[src/rtl/multicycle_state_ctrl.sv]
// Multi-cycle CPU phase sequencer: steps each instruction through IF/ID/EXE/MEM/WB by opcode,
// drives one-hot phase enables and keeps retired-instruction / active-cycle debug counters.
module multicycle_state_ctrl #(
  parameter int         CNT_W   = 32,
  parameter logic [5:0] HALT_OP = 6'b111111
) (
  input  logic             CLK,
  input  logic             RST,
  input  logic [5:0]       Opcode,
  output logic [2:0]       STATE_out,
  output logic             IF_clk,
  output logic             ID_clk,
  output logic             ALU_clk,
  output logic             MEM_clk,
  output logic             WB_clk,
  output logic             halted,
  output logic [CNT_W-1:0] instr_count,
  output logic [CNT_W-1:0] cycle_count
);

  typedef enum logic [2:0] {
    S_IF   = 3'd0,
    S_ID   = 3'd1,
    S_EXE  = 3'd2,
    S_MEM  = 3'd3,
    S_WB   = 3'd4,
    S_HALT = 3'd7
  } state_t;

  localparam logic [5:0] OP_RTYPE = 6'b000000;
  localparam logic [5:0] OP_J     = 6'b000010;
  localparam logic [5:0] OP_ADDI  = 6'b001000;
  localparam logic [5:0] OP_ORI   = 6'b001101;
  localparam logic [5:0] OP_SLTI  = 6'b001010;
  localparam logic [5:0] OP_LW    = 6'b100011;
  localparam logic [5:0] OP_SW    = 6'b101011;

  state_t           state_reg, state_next;
  logic [5:0]       op_q_reg;
  logic [CNT_W-1:0] instr_count_reg, cycle_count_reg;
  logic             retire;
  logic [4:0]       phase;

  always_ff @(posedge CLK) begin
    if (RST) begin
      state_reg       <= S_IF;
      op_q_reg        <= 6'd0;
      instr_count_reg <= '0;
      cycle_count_reg <= '0;
    end else begin
      state_reg <= state_next;
      // Later phases decide on the latched opcode so IR changes after ID cannot redirect the path.
      if (state_reg == S_ID)
        op_q_reg <= Opcode;
      if (state_reg != S_HALT)
        cycle_count_reg <= cycle_count_reg + CNT_W'(1);
      if (retire)
        instr_count_reg <= instr_count_reg + CNT_W'(1);
    end
  end

  always_comb begin
    state_next = state_reg;
    retire     = 1'b0;
    case (state_reg)
      S_IF: state_next = S_ID;
      S_ID: begin
        if (Opcode == HALT_OP) begin
          state_next = S_HALT;
          retire     = 1'b1;
        end else if (Opcode == OP_J) begin
          state_next = S_IF;
          retire     = 1'b1;
        end else begin
          state_next = S_EXE;
        end
      end
      S_EXE: begin
        case (op_q_reg)
          OP_RTYPE, OP_ADDI, OP_ORI, OP_SLTI: state_next = S_WB;
          OP_LW, OP_SW:                       state_next = S_MEM;
          default: begin
            // Branches and unknown opcodes both finish here.
            state_next = S_IF;
            retire     = 1'b1;
          end
        endcase
      end
      S_MEM: begin
        if (op_q_reg == OP_LW) begin
          state_next = S_WB;
        end else begin
          state_next = S_IF;
          retire     = 1'b1;
        end
      end
      S_WB: begin
        state_next = S_IF;
        retire     = 1'b1;
      end
      S_HALT: state_next = S_HALT;
      default: state_next = S_IF;
    endcase
  end

  for (genvar gi = 0; gi < 5; gi++) begin : g_phase
    assign phase[gi] = (state_reg == state_t'(3'(gi)));
  end

  assign STATE_out   = state_reg;
  assign IF_clk      = phase[0];
  assign ID_clk      = phase[1];
  assign ALU_clk     = phase[2];
  assign MEM_clk     = phase[3];
  assign WB_clk      = phase[4];
  assign halted      = (state_reg == S_HALT);
  assign instr_count = instr_count_reg;
  assign cycle_count = cycle_count_reg;

endmodule
[config.mk]
export PLATFORM = sky130hd
export DESIGN_NAME = multicycle_state_ctrl
export DESIGN_NICKNAME = d
export VERILOG_FILES = /design/src/rtl/multicycle_state_ctrl.sv
export SDC_FILE = /design/constraint.sdc
export NUM_CORES = 1
export LEC_CHECK = 0
export CORE_ASPECT_RATIO = 1.1
export CORE_MARGIN = 5
export CORE_UTILIZATION = 42
export CTS_CLUSTER_DIAMETER = 60
export DETAILED_ROUTE_END_ITERATION = 10
export GPL_TIMING_DRIVEN = 0
export PLACE_DENSITY = 0.68
export SYNTH_ARGS = -nofsm -noshare
export SYNTH_HDL_FRONTEND = slang
export SYNTH_SLANG_ARGS = --single-unit
[constraint.sdc]
create_clock -name CLK -period 4.25 [get_ports CLK]
set_input_delay 0.85 -clock CLK [delete_from_list [all_inputs] [get_ports CLK]]
set_output_delay 0.85 -clock CLK [all_outputs]
set_load 0.005 [all_outputs]
==> run_results.csv, run 1 <==
group,metric,value,unit
outcome,status,"finished clean",
global_routing,grt_pass1_wl,16800,µm
power,power_switching,0.351,mW
critical_path,worstPathMaxFanout,10,
sta,max_freq,322,MHz
power,pwr-share-clk,0.424,
clock_tree,cts_resized,0,
clock_tree,cts_hold_buffers,0,
floorplan,die_h,111,µm
critical_path,startpoint_type,"primary input",
floorplan,die_x,102,µm
power,pwr-share-comb,0.094,
detailed_routing,first_pass_iters,4,
placement,placed_area,4810,µm²
critical_path,crit_required,4.49,ns
logic_synthesis,netlist_area,3880,µm²
logic_synthesis,ys_types,46,
placement,place_inst,661,
final_layout,instances_no_fill,677,
critical_path,crit_slowest_cell,"or4_1",
power,p_sw_frac,0.239,
clock_tree,root_buffer,"clkbuf_8",
clock_tree,clock_latency,0.35,ns
sta,tightest_slew,0.973,ns
global_routing,gr-usage-all-layers,0.180,
logic_synthesis,yosysWarnings,0,
critical_path,rr_worst_depth,5,
clock_tree,cts_tree,"built",
sta,worst_clock_skew,0.0125,ns
clock_tree,max-clock-path-buffers,2,
critical_path,worstSetupPathType,"primary input to flip-flop",
global_routing,overflow,0,
min_path,min_from,"cycle_count[1]",
critical_path,crit_chain,"clkdlybuf4s50_1, or4_1, mux2_2, o22a_1, buf_2, a211oi_1, mux2_1",
final_layout,stdcell_area,5040,µm²
power,power_density,291,nW/µm²
final_layout,final_common_cell,"clkdlybuf4s50_1",
sta,hold_viol,0,
power,p_seq_frac,0.482,
critical_path,worstPathArrival,3.35,ns
placement,place_congestion,0.799,
sta,setup-violations-final,0,
critical_path,r2r-end,"instr_count[23]",
logic_synthesis,synth_nets,478,
detailed_routing,wl_per_cell,14.9,µm
sta,drv_slew,0,
detailed_routing,totalWireLength,10100,µm
detailed_routing,drc,0,
flow_run,drv_cap,0,
min_path,hold_class,"flip-flop to flip-flop",
floorplan,core,8960,µm²
clock_tree,clkTransAtPathRegs,0.08,ns
sta,finalCritPeriodShare,0.732,
logic_synthesis,synth-seq-cells,73,
floorplan,rows,36,
floorplan,start_util,0.433,
sta,fin_crit,3.11,ns
detailed_routing,vias_per_cell,5.37,
floorplan,dieArea,11300,µm²
sta,tns,0,ns
logic_synthesis,ys_seq_area_frac,0.377,
logic_synthesis,synth_enable_flop_cells,0,
final_layout,fin_nets,568,
critical_path,cpPeakStageDelay,0.55,ns
power,max-vdd-ir-drop,0.167,mV
clock_tree,numCtsBuffers,9,
global_routing,antenna_found_initial,0,
final_layout,mostFrequentLayoutCells,"clkdlybuf4s50_1 (79), nor2_1 (74), dfxtp_1 (73)",
sta,hold_slack,0.493,ns
min_path,hold_depth,2,
final_layout,area_growth,30.0,%
final_layout,fill_cells,831,
final_layout,drive_above_1_share,0.0639,
floorplan,ios,81,
power,p_leak,1.74,nW
placement,dp_hpwl,7510,µm
clock_tree,cts_max_level,3,
detailed_routing,drt_iter0_markers,117,
detailed_routing,vias,3638,
sta,slew-limit-headroom,0.346,
clock_tree,cts_setup_buffers,0,
placement,numPortBuffers,79,
critical_path,end_kind,"flip-flop",
final_layout,diodes,0,
critical_path,worst-r2r-setup-slack,1.43,ns
critical_path,r2r-start,"instr_count[2]",
logic_synthesis,synthArstFlopShare,0,
min_path,min_to,"cycle_count[1]",
logic_synthesis,synthCells,468,
clock_tree,clkSinkCount,73,
global_routing,grt_pass1_vias,3598,
final_layout,multiInputGateArea,2260,µm²
sta,rsz0062_at_grt,"false",
power,internal-power,1.12,mW
final_layout,register_area,1460,µm²
logic_synthesis,syn_avg_cell_area,8.29,µm²
logic_synthesis,ys.flop_type,"dfxtp_1",
global_routing,grt_max_degree,13,
detailed_routing,drtAntennaViolNets,0,
==> worst max-delay path by stage <==
stage	cells past startpoint	to	slack, ns	from
global route	4	halted	0.96	STATE_out[2]
detailed placement	7	instr_count[30]	0.79	Opcode[5]
global placement	7	instr_count[30]	0.80	Opcode[5]
floorplan	6	instr_count[31]	1.46	Opcode[5]
CTS	4	halted	1.13	STATE_out[2]
finish	7	instr_count[30]	1.14	Opcode[5]
==> layout make-up <==
cell class / count / area share
Timing Repair Buffer: 79 / 0.157
Tap cell: 114 / 0.0283
Sequential cell: 73 / 0.290
Multi-Input combinational cell: 358 / 0.449
Clock inverter: 4 / 0.0149
Clock buffer: 12 / 0.0308
Buffer: 29 / 0.0243
Inverter: 8 / 0.00596
==> synthesized netlist by cell type, types with 3 or more instances <==
cell type	count	share of area
nor3_1	7	0.0090
mux2_2	8	0.023
nor4_1	4	0.0065
mux2_1	23	0.067
nand3_1	25	0.032
a21oi_1	30	0.039
buf_2	5	0.0065
xnor2_1	5	0.011
clkbuf_1	22	0.021
xor2_1	20	0.045
and3_1	9	0.015
and2_1	6	0.0097
nor2_1	74	0.072
nor2b_1	28	0.045
inv_1	8	0.0077
a2111oi_4	3	0.021
or3_1	7	0.011
a211oi_1	8	0.015
nand4_1	33	0.053
o21ai_0	9	0.012
nand2_1	29	0.028
mux2i_1	5	0.013
dfxtp_1	73	0.38
==> layer usage <==
layer	GRT usage	up-vias	routed length [µm]
met2	0.305	96	4980
li1	-	1828	-
met1	0.216	1699	4200
met4	0.0656	0	152
met3	0.0472	15	740
met5	0	-	0
==> power by group through the flow <==
stage | Clock [mW] | Sequential [mW] | Combinational (mW)
finish | 0.622 | 0.707 | 0.137
global route | 0.660 | 0.709 | 0.152
CTS | 0.636 | 0.707 | 0.138
detailed placement | 0 | 0.723 | 0.137
global placement | 0 | 0.722 | 0.135
floorplan | 0 | 0.720 | 0.0833
==> cell families after synthesis <==
family | synth area share
muxes | 0.103
AOI/OAI and AO/OA | 0.114
adders and majority gates | 0.00645
DFF | 0.377
xor gates and xnor gates | 0.0565
and+or+nand+nor | 0.304
buffers and inverters | 0.0394
==> stage by stage <==
stage | total power, mW | worst slack, ns | util
floorplan | 0.804 | 1.46 | -
global route | 1.52 | 0.963 | 0.563
finish | 1.47 | 1.14 | 0.563
detailed placement | 0.860 | 0.788 | 0.537
global placement | 0.857 | 0.800 | 0.537
CTS | 1.48 | 1.13 | 0.563
==> critical path, delay by kind of cell <==
| family | cells | cell delay (ns) |
|---|---|---|
| compound gates | 2 | 0.63 |
| buf+inv | 2 | 0.66 |
| mux | 2 | 0.65 |
| simple gates | 1 | 0.55 |
(Power assumes the default switching activity.)
==> run 2, diff against run 1 <==
- clock period: 4.25 -> 3.25 ns (I/O delays scaled with it)
==> results of run 2 <==
Same layout as run 1 (identical final DEF). Status: finished clean.
Main changes from that run: setup slack after placement 0.788 ns -> -0.0116 ns; setup slack after layout 1.14 ns -> 0.341 ns; register-to-register setup slack 1.43 ns -> 0.43 ns; total power 1.47 mW -> 1.92 mW; worst IR drop on VDD 0.167 mV -> 0.219 mV
==> run 3, diff against run 2 <==
- CORE_UTILIZATION: 42 -> 51
- PLACE_DENSITY: 0.68 -> 0.8
- SETUP_SLACK_MARGIN: not set -> 0.4
==> run_results.csv, run 3 (same netlist as run 1, synthesis figures left out) <==
group,metric,value,unit
outcome,status,"finished clean",
clock_tree,cts_max_level,3,
sta,setup-violations-final,0,
global_routing,gr-usage-all-layers,0.210,
detailed_routing,drtAntennaViolNets,0,
global_routing,grt_pass1_wl,16300,µm
final_layout,diodes,0,
global_routing,grt_pass1_vias,3626,
floorplan,rows,33,
final_layout,mostFrequentLayoutCells,"clkdlybuf4s50_1 (79), nor2_1 (74), dfxtp_1 (73)",
final_layout,register_area,1460,µm²
critical_path,startpoint,"Opcode[5]",
floorplan,ios,81,
detailed_routing,drc,0,
sta,max_freq,353,MHz
critical_path,rr_worst_depth,6,
power,power_density,361,nW/µm²
floorplan,core,7430,µm²
floorplan,dieArea,9450,µm²
flow_run,drv_cap,0,
global_routing,antenna_found_initial,0,
sta,finalCritPeriodShare,0.872,
critical_path,cp.depth,7,
detailed_routing,drt_iter0_markers,157,
critical_path,crit_required,3.49,ns
critical_path,crit_end,"instr_count[31]",
placement,place_congestion,0.952,
detailed_routing,vias,3707,
global_routing,overflow,0,
final_layout,area_growth,28.9,%
sta,worst_slack,0.416,ns
placement,numPortBuffers,79,
final_layout,fin_nets,568,
final_layout,multiInputGateArea,2290,µm²
sta,worst_clock_skew,0.00766,ns
clock_tree,clkTransAtPathRegs,0.08,ns
detailed_routing,first_pass_iters,4,
clock_tree,root_buffer,"clkbuf_8",
critical_path,path_delay_family,"multiplexers",
sta,rsz0062_at_grt,"true",
clock_tree,cts_setup_buffers,0,
sta,hold_slack,0.499,ns
clock_tree,numCtsBuffers,9,
clock_tree,cts_tree,"built",
critical_path,r2r-end,"instr_count[18]",
critical_path,worstPathArrival,3.07,ns
critical_path,worstSetupPathType,"primary input to flip-flop",
sta,fin_crit,2.83,ns
placement,place_ws,0.0177,ns
critical_path,r2r-start,"instr_count[2]",
clock_tree,clock_latency,0.34,ns
critical_path,worstPathMaxFanout,10,
power,max-vdd-ir-drop,0.210,mV
sta,tns,0,ns
detailed_routing,totalWireLength,9860,µm
detailed_routing,wl_per_cell,15.2,µm
floorplan,die_x,93.2,µm
critical_path,startpoint_type,"primary input",
critical_path,cpPeakStageDelay,0.56,ns
min_path,hold_class,"flip-flop to flip-flop",
sta,tightest_slew,0.807,ns
final_layout,drive_above_1_share,0.0746,
final_layout,fill_cells,634,
placement,dp_hpwl,7390,µm
critical_path,worst-r2r-setup-slack,0.77,ns
floorplan,start_util,0.522,
critical_path,path_buf_inv,2,
clock_tree,clkSinkCount,73,
sta,hold_viol,0,
sta,drv_slew,0,
power,p_leak,1.73,nW
floorplan,die_h,101,µm
critical_path,end_kind,"flip-flop",
global_routing,grt_max_degree,12,
final_layout,final_common_cell,"clkdlybuf4s50_1",
sta,slew-limit-headroom,0.457,
critical_path,crit_chain,"clkdlybuf4s50_1, or4_4, mux2_2, o22a_2, buf_6, a2111oi_4, mux2_4",
clock_tree,max-clock-path-buffers,2,
detailed_routing,vias_per_cell,5.70,
critical_path,crit_slowest_cell,"or4_4",
==> run 3: cell types whose count changed in the layout (fill, tap and decap cells not counted), sizes merged <==
cell,before,now
clkbuf,34,36
clkinvlp,2,1
bufinv,2,1
==> run 3: area by class of cell <==
class,instances,area share
Buffer,29,0.0250
Clock buffer,14,0.0305
Clock inverter,2,0.00751
Inverter,8,0.00601
Multi-Input combinational cell,358,0.459
Sequential cell,73,0.292
Tap cell,87,0.0218
Timing Repair Buffer,79,0.158
==> run 3: power by group <==
group / internal, mW / total, mW / switching (mW)
Clock: 0.378 / 0.700 / 0.322
Sequential: 0.909 / 0.926 / 0.0169
Combinational: 0.0762 / 0.179 / 0.103
Total: 1.36 / 1.80 / 0.442
==> run 3: worst min-delay path: cells and delay by family, from the launching register on <==
| kind | cells | cell delay [ns] |
|---|---|---|
| flops | 1 | 0.34 |
| compound gates | 1 | 0.05 |
| simple gates | 1 | 0.06 |
==> run 3: timing repair <==
| action | 4_1_cts | 5_1_grt |
|---|---|---|
| hold buffers | 0 | 0 |
| setup endpoints to repair | 4 | 9 |
| cloned | 0 | 0 |
| gates resized for setup | 4 | 6 |
==> run 3: how the worst min path moves through the flow <==
stage | from | to | slack (ns) | depth (start not counted)
floorplan | cycle_count[1] | cycle_count[1] | 0.47 | 2
global placement | cycle_count[1] | cycle_count[1] | 0.47 | 2
detailed placement | cycle_count[1] | cycle_count[1] | 0.49 | 2
CTS | cycle_count[1] | cycle_count[1] | 0.50 | 2
global route | cycle_count[31] | cycle_count[31] | 0.53 | 2
finish | cycle_count[1] | cycle_count[1] | 0.50 | 2
==> run 3: metal layers <==
layer  routed length (µm)  track usage  vias to the layer above
met5                    0            0                        -
met4                  159       0.0891                        0
met3                  487       0.0520                       20
met2                 4980        0.376                       89
met1                 4230        0.239                     1763
li1                     -            -                     1835
==> run 3: metrics by stage <==
step | cell area, µm² | std cells | power (mW) | util
2_1_floorplan | 3880 | 468 | 1.05 | -
3_3_place_gp | 4780 | 634 | 1.12 | 0.643
3_5_place_dp | 4780 | 634 | 1.12 | 0.643
4_1_cts | 4980 | 650 | 1.81 | 0.670
5_1_grt | 5000 | 650 | 1.88 | 0.673
6_report | 5000 | 650 | 1.80 | 0.673
